<file path="src/rtl/mips_mdu_pkg.sv">
`default_nettype none
// ============================================================================
// Module : mips_mdu_pkg
// Brief  : Op encodings, FSM states and op decode helpers for the MDU
// Rev    : 1.0
// ============================================================================
package mips_mdu_pkg;

    typedef enum logic [1:0] {
        MDU_MULT  = 2'd0,
        MDU_MULTU = 2'd1,
        MDU_DIV   = 2'd2,
        MDU_DIVU  = 2'd3
    } mdu_op_e;

    typedef enum logic [1:0] {
        IDLE = 2'd0,
        CALC = 2'd1,
        FIX  = 2'd2
    } mdu_state_e;

    function automatic logic op_is_div(input mdu_op_e o);
        return (o == MDU_DIV) || (o == MDU_DIVU);
    endfunction

    function automatic logic op_is_signed(input mdu_op_e o);
        return (o == MDU_MULT) || (o == MDU_DIV);
    endfunction

endpackage
`default_nettype wire

</file>
<file path="src/rtl/mdu_step.sv">
`default_nettype none
// ============================================================================
// Module : mdu_step
// Brief  : One iteration of shift-add multiply or restoring divide
// Rev    : 1.0
// ============================================================================
module mdu_step #(
    parameter int DATA_W = 32
) (
    input  logic                i_is_div,
    input  logic [2*DATA_W-1:0] i_acc,
    input  logic [DATA_W-1:0]   i_a,
    input  logic [DATA_W-1:0]   i_b,
    output logic [2*DATA_W-1:0] o_acc,
    output logic [DATA_W-1:0]   o_a,
    output logic [DATA_W-1:0]   o_b
);
    logic [DATA_W:0] w_sum;
    logic [DATA_W:0] w_shifted;
    logic [DATA_W:0] w_trial;

    always_comb begin
        w_sum     = {1'b0, i_acc[2*DATA_W-1:DATA_W]} + (i_b[0] ? {1'b0, i_a} : '0);
        w_shifted = {i_acc[2*DATA_W-1:DATA_W], i_a[DATA_W-1]};
        w_trial   = w_shifted - {1'b0, i_b};
        o_a       = i_a;
        o_b       = i_b;
        if (i_is_div) begin
            // Operands rotate rather than shift so they are intact after DATA_W steps
            o_a = {i_a[DATA_W-2:0], i_a[DATA_W-1]};
            if (!w_trial[DATA_W])
                o_acc = {w_trial[DATA_W-1:0], i_acc[DATA_W-2:0], 1'b1};
            else
                o_acc = {w_shifted[DATA_W-1:0], i_acc[DATA_W-2:0], 1'b0};
        end else begin
            o_b   = {i_b[0], i_b[DATA_W-1:1]};
            o_acc = {w_sum, i_acc[DATA_W-1:1]};
        end
    end

endmodule
`default_nettype wire

</file>
<file path="src/rtl/mips_mdu.sv">
`default_nettype none
// ============================================================================
// Module : mips_mdu
// Brief  : Iterative MULT/MULTU/DIV/DIVU unit owning the HI/LO register pair
// Rev    : 1.0
// ============================================================================
module mips_mdu
    import mips_mdu_pkg::*;
#(
    parameter int DATA_W = 32
) (
    input  logic              clk,
    input  logic              rst_n,
    input  logic              start,
    input  logic [1:0]        op,
    input  logic [DATA_W-1:0] a,
    input  logic [DATA_W-1:0] b,
    input  logic              cancel,
    input  logic              hi_wr,
    input  logic              lo_wr,
    input  logic              hilo_rd,
    output logic [DATA_W-1:0] hi,
    output logic [DATA_W-1:0] lo,
    output logic              busy,
    output logic              done,
    output logic              div_by_zero,
    output logic              stall_req
);
    localparam int                c_cnt_w     = $clog2(DATA_W);
    localparam logic [c_cnt_w-1:0] c_last_iter = c_cnt_w'(DATA_W - 1);
    localparam logic [c_cnt_w-1:0] c_cnt_one   = c_cnt_w'(1);

    mdu_state_e          state_q, state_d;
    logic [c_cnt_w-1:0]  cnt_q, cnt_d;
    mdu_op_e             op_q, op_d;
    logic [DATA_W-1:0]   opa_q, opa_d;
    logic [DATA_W-1:0]   opb_q, opb_d;
    logic [2*DATA_W-1:0] acc_q, acc_d;
    logic                sign_qp_q, sign_qp_d;
    logic                sign_r_q, sign_r_d;
    logic [DATA_W-1:0]   hi_q, hi_d;
    logic [DATA_W-1:0]   lo_q, lo_d;
    logic                done_q, done_d;
    logic                dbz_q, dbz_d;

    logic                w_is_signed;
    logic                w_is_div;
    logic [DATA_W-1:0]   w_abs_a;
    logic [DATA_W-1:0]   w_abs_b;
    logic [2*DATA_W-1:0] w_prod;
    logic [DATA_W-1:0]   w_quo;
    logic [DATA_W-1:0]   w_rem;
    logic [2*DATA_W-1:0] w_step_acc;
    logic [DATA_W-1:0]   w_step_a;
    logic [DATA_W-1:0]   w_step_b;

    assign w_is_signed = op_is_signed(mdu_op_e'(op));
    assign w_is_div    = op_is_div(op_q);
    assign w_abs_a     = (w_is_signed && a[DATA_W-1]) ? -a : a;
    assign w_abs_b     = (w_is_signed && b[DATA_W-1]) ? -b : b;

    // Magnitude results are sign-corrected only once, in FIX
    assign w_prod = sign_qp_q ? -acc_q : acc_q;
    assign w_quo  = sign_qp_q ? -acc_q[DATA_W-1:0] : acc_q[DATA_W-1:0];
    assign w_rem  = sign_r_q ? -acc_q[2*DATA_W-1:DATA_W] : acc_q[2*DATA_W-1:DATA_W];

    mdu_step #(
        .DATA_W (DATA_W)
    ) u_step (
        .i_is_div (w_is_div),
        .i_acc    (acc_q),
        .i_a      (opa_q),
        .i_b      (opb_q),
        .o_acc    (w_step_acc),
        .o_a      (w_step_a),
        .o_b      (w_step_b)
    );

    always_comb begin
        state_d   = state_q;
        cnt_d     = cnt_q;
        op_d      = op_q;
        opa_d     = opa_q;
        opb_d     = opb_q;
        acc_d     = acc_q;
        sign_qp_d = sign_qp_q;
        sign_r_d  = sign_r_q;
        hi_d      = hi_q;
        lo_d      = lo_q;
        done_d    = 1'b0;
        dbz_d     = dbz_q;
        unique case (state_q)
            IDLE: begin
                if (start && !cancel) begin
                    state_d   = CALC;
                    cnt_d     = '0;
                    op_d      = mdu_op_e'(op);
                    opa_d     = w_abs_a;
                    opb_d     = w_abs_b;
                    acc_d     = '0;
                    sign_qp_d = w_is_signed & (a[DATA_W-1] ^ b[DATA_W-1]);
                    sign_r_d  = w_is_signed & a[DATA_W-1];
                    dbz_d     = 1'b0;
                end else begin
                    if (hi_wr) hi_d = a;
                    if (lo_wr) lo_d = a;
                end
            end
            CALC: begin
                if (cancel) begin
                    state_d = IDLE;
                end else begin
                    acc_d = w_step_acc;
                    opa_d = w_step_a;
                    opb_d = w_step_b;
                    cnt_d = cnt_q + c_cnt_one;
                    if (cnt_q == c_last_iter) state_d = FIX;
                end
            end
            FIX: begin
                state_d = IDLE;
                if (!cancel) begin
                    done_d = 1'b1;
                    if (!w_is_div) begin
                        {hi_d, lo_d} = w_prod;
                    end else if (opb_q == '0) begin
                        lo_d  = '1;
                        hi_d  = opa_q;
                        dbz_d = 1'b1;
                    end else begin
                        lo_d = w_quo;
                        hi_d = w_rem;
                    end
                end
            end
            default: state_d = IDLE;
        endcase
    end

    always_ff @(posedge clk or negedge rst_n) begin
        if (!rst_n) begin
            state_q   <= IDLE;
            cnt_q     <= '0;
            op_q      <= MDU_MULT;
            opa_q     <= '0;
            opb_q     <= '0;
            acc_q     <= '0;
            sign_qp_q <= 1'b0;
            sign_r_q  <= 1'b0;
            hi_q      <= '0;
            lo_q      <= '0;
            done_q    <= 1'b0;
            dbz_q     <= 1'b0;
        end else begin
            state_q   <= state_d;
            cnt_q     <= cnt_d;
            op_q      <= op_d;
            opa_q     <= opa_d;
            opb_q     <= opb_d;
            acc_q     <= acc_d;
            sign_qp_q <= sign_qp_d;
            sign_r_q  <= sign_r_d;
            hi_q      <= hi_d;
            lo_q      <= lo_d;
            done_q    <= done_d;
            dbz_q     <= dbz_d;
        end
    end

    assign hi          = hi_q;
    assign lo          = lo_q;
    assign busy        = (state_q != IDLE);
    assign done        = done_q;
    assign div_by_zero = dbz_q;
    assign stall_req   = busy & (start | hilo_rd | hi_wr | lo_wr);

endmodule
`default_nettype wire

</file>
<file path="config.mk">
export PLATFORM = sky130hd
export DESIGN_NAME = mips_mdu
export DESIGN_NICKNAME = d
export VERILOG_FILES = /design/src/rtl/mips_mdu_pkg.sv /design/src/rtl/mdu_step.sv /design/src/rtl/mips_mdu.sv
export SDC_FILE = /design/constraint.sdc
export NUM_CORES = 1
export LEC_CHECK = 0
export CORE_ASPECT_RATIO = 1.2
export CORE_UTILIZATION = 30
export CTS_CLUSTER_DIAMETER = 60
export CTS_CLUSTER_SIZE = 12
export DETAILED_ROUTE_END_ITERATION = 10
export GPL_ROUTABILITY_DRIVEN = 0
export SKIP_LAST_GASP = 1
export SYNTH_ARGS = -nofsm -noshare
export SYNTH_HDL_FRONTEND = slang
export SYNTH_HIERARCHICAL = 1
export SYNTH_SLANG_ARGS = --single-unit
</file>
<file path="constraint.sdc">
create_clock -name clk -period 4.93 [get_ports clk]
set_input_delay 0.7395 -clock clk [delete_from_list [all_inputs] [get_ports clk]]
set_output_delay 0.7395 -clock clk [all_outputs]
set_load 0.05 [all_outputs]
</file>
==> summary.md <==
| Metric | Value |
|---|---|
| CTS tree | done |
| Setup violators final | 0 |
| Pre-CTS setup slack | 0.904 ns |
| Placement Rows | 98 |
| Peak fanout along the critical path | 15 |
| Iteration-0 DRC Markers | 1994 |
| Ys Warns | 6 |
| Post-CTS Setup Bufs | 0 |
| Async S/R FF share, synth | 100% |
| Root buffer cell | clkbuf_16 |
| Main flop type after synthesis | dfrtp_1 |
| Clock tree buffer depth | 3 |
| Hold buffers post-CTS | 0 |
| Critical Path Sink Type | flip-flop |
| Final Util | 35.7% |
| Worst EP required | 5.34 ns |
| Largest area contributor in the netlist | dfrtp_1 |
| Crit path arrival time | 4.51 ns |
| Hold WC Path Type | primary input to async pin |
| Cells after Synth | 2359 |
| Period minus WS final | 4.10 ns |
| Grt ovf | 0 |
| Worst relative slew slack | 18.3% |
| Final hold viol count | 0 |
| Die height | 272 um |
| Synth Net Count | 2505 |
| Largest net degree at the start of global routing | 202 |
| DP HPWL | 51.4 mm |
| Antenna violations before repair | 1 |
| Final worst setup slack | 0.833 ns |
| DRC | 0 |
| Pwr dens | 504 mW/mm^2 |
| Top post-synthesis cells by area | dfrtp_1, o21ai_0, nand2_1 |
| Worst Skew | 0.0236 ns |
| Seq/Total Area, Yosys | 27.9% |
| Pre-antenna DRT Iters | 6 |
| Top-Level Pins | 141 |
| Via count | 18626 |
| Die area | 0.0619 sq mm |
| Status | complete, no violations |
| Number of global-route vias before repair | 17816 |
| Port bufs | 140 |
| Max-slew violation count | 0 |
| Chip width | 227 um |
| Total Routing Usage GR | 22.5% |
| Avg Cell Area, Syn | 7.74 sq um |
| Core box area | 0.0598 sq mm |
| RSZ-0062 raised after global routing | no |
| Peak VDD IR | 0.316 mV |
| Placed inst area | 0.0204 sq mm |
| Worst-Skew Late Latency | 0.59 ns |
| Average wire per standard cell | 21.9 um |
| Final period util | 83.1% |
| Seq cells post-synth | 204 |
| Post-layout instance area | 0.0214 sq mm |
| Reg clk slew, reported paths | 0.06 ns |
| Area Overhead vs Synth | 17.0% |
| Total Power | 10.8 mW |
| Final ANT Viol Nets | 0 |
| Post-cts sizing count | 0 |
| Clock sinks | 204 |
| Synth cell types | 85 |
| Drt total wl | 70.4 mm |
| Fin nets | 2547 |
| Max cap viols | 0 |
| Fin Setup TNS | 0 ns |
| Leakage Power | 8.83 nW |
| Starting density of the core | 30.5% |
| Synth top area share | 27.9% |
| CP Launch Type | flip-flop |
| Slew of the pin with the lowest slew margin | 1.21 ns |
| Setup CP Type | flip-flop to flip-flop |
| Fraction of layout cells with a size suffix above 1 | 8.88% |
| First-pass GRT wire length | 109 mm |
| Number of synthesized flops with an enable pin | 0 |
| N_diodes | 0 |
| Vias per cell | 5.78 |
| Fmax | 244 MHz |
| H-tree depth | 1 |
| CTS buffer count | 29 |
| R2R cell count | 15 |
| Cell Area, Synth | 0.0183 sq mm |
## synthesized netlist by cell type (all sizes together), types with 19 or more instances
| master | number |
|---|---|
| or2 | 21 |
| nand4 | 20 |
| xnor2 | 101 |
| buf | 22 |
| a31oi | 23 |
| nand2 | 342 |
| a221oi | 41 |
| dfrtp | 204 |
| and2 | 38 |
| nand3 | 39 |
| or4 | 23 |
| mux2 | 66 |
| a21o | 37 |
| o41ai | 28 |
| clkbuf | 150 |
| mux2i | 21 |
| or3 | 43 |
| o21ai | 270 |
| ha | 71 |
| inv | 63 |
| o22ai | 28 |
| nor4 | 43 |
| nor2 | 163 |
| nor2b | 19 |
| o31ai | 33 |
| xor2 | 84 |
| nor3 | 43 |
| a21oi | 148 |
## sequential cells by signal, indices dropped and copies added (netlist names), 2 cells and up
| name | flops |
|---|---|
| state_q | 2 |
| acc_q | 64 |
| cnt_q | 5 |
| opb_q | 32 |
| lo | 32 |
| hi | 32 |
| opa_q | 32 |
## report_power, final
part           total [mW]  switching, mW  internal [mW]
clock network        2.15          0.912           1.23
registers            2.79          0.747           2.04
logic                5.84           3.61           2.23
total                10.8           5.26           5.50
## worst max-delay path, stage by stage, from the launching register on
cell and delay, ns:
dfrtp_1 0.55, and2_1 0.24, ha_1 0.21, fa_1 0.42, a21o_1 0.22, a221oi_1 0.45, o221a_2 0.33, a21oi_1 0.07
nor2_1 0.25, o31a_1 0.27, o21ai_0 0.21, a31oi_1 0.26, xor2_1 0.18, mux2i_1 0.09, nand2_1 0.10, o21ai_0 0.07
## final cells by class
| type | count | area, sq um |
|---|---|---|
| Fill cell | 6347 | 38500 |
| Multi-Input combinational cell | 1919 | 12300 |
| Sequential cell | 204 | 5110 |
| Timing Repair Buffer | 183 | 1780 |
| Tap cell | 800 | 1000 |
| Clock buffer | 34 | 764 |
| Inverter | 64 | 240 |
| Clock inverter | 17 | 191 |
## final timing paths
| path | startpoint | end | slack (ns) |
|---|---|---|---|
| min | rst_n | lo[22] | 0.24 |
| max | opb_q[0] | acc_q[61] | 0.83 |
| min reg2reg | lo[9] | lo[9] | 0.48 |
| max reg2reg | opb_q[0] | acc_q[61] | 0.83 |
| min in group clk | lo[9] | lo[9] | 0.48 |
| max in group asynchronous | rst_n | lo[29] | 3.43 |
## per-stage QoR
stage	cells	hold slack [ns]
2_1_floorplan	2359	0.444
3_3_place_gp	3170	0.469
3_5_place_dp	3170	0.471
4_1_cts	3221	0.287
5_1_grt	3221	0.317
6_report	3221	0.236
## metal layers
metal,vias up,share of wire (%),global-route usage [%]
met4,2,4.1,9.47
met1,8965,41,29.4
met5,-,0.011,0
met3,158,7.5,3.35
li1,8655,-,-
met2,846,47,36.8
## cells in the final DEF, fill, tap and decap left out, types with 21 or more instances in the layout
cell type,Yosys,final
a21o_1,37,37
a21oi_1,148,148
a221oi_1,35,35
a31oi_1,22,22
and2_1,38,38
buf_4,0,39
clkbuf_16,0,29
clkdlybuf4s50_1,0,139
dfrtp_1,204,202
ha_1,71,71
inv_1,63,63
mux2_2,66,66
mux2i_1,21,21
nand2_1,342,342
nand3_1,39,39
nor2_1,163,161
nor3_1,43,41
nor4_1,41,40
o21ai_0,260,260
o22ai_1,28,28
o31ai_1,32,32
o41ai_1,22,22
or3_1,43,43
xnor2_1,100,100
xor2_1,84,84
## logic make-up (layout without fill, tap and decap cells)
group | after synthesis | after routing | share of synthesized area [%]
AND/OR/NAND/NOR | 851 | 851 | 22.3
buffers and inverters | 236 | 298 | 5.06
flip-flops | 204 | 204 | 27.9
multiplexers | 87 | 87 | 5.22
adder cells (fa/ha/maj) | 73 | 73 | 5.08
XOR/XNOR | 185 | 185 | 8.91
AO/OA/AOI/OAI | 723 | 723 | 25.5
No activity file was read; power rests on OpenSTA's default activity.
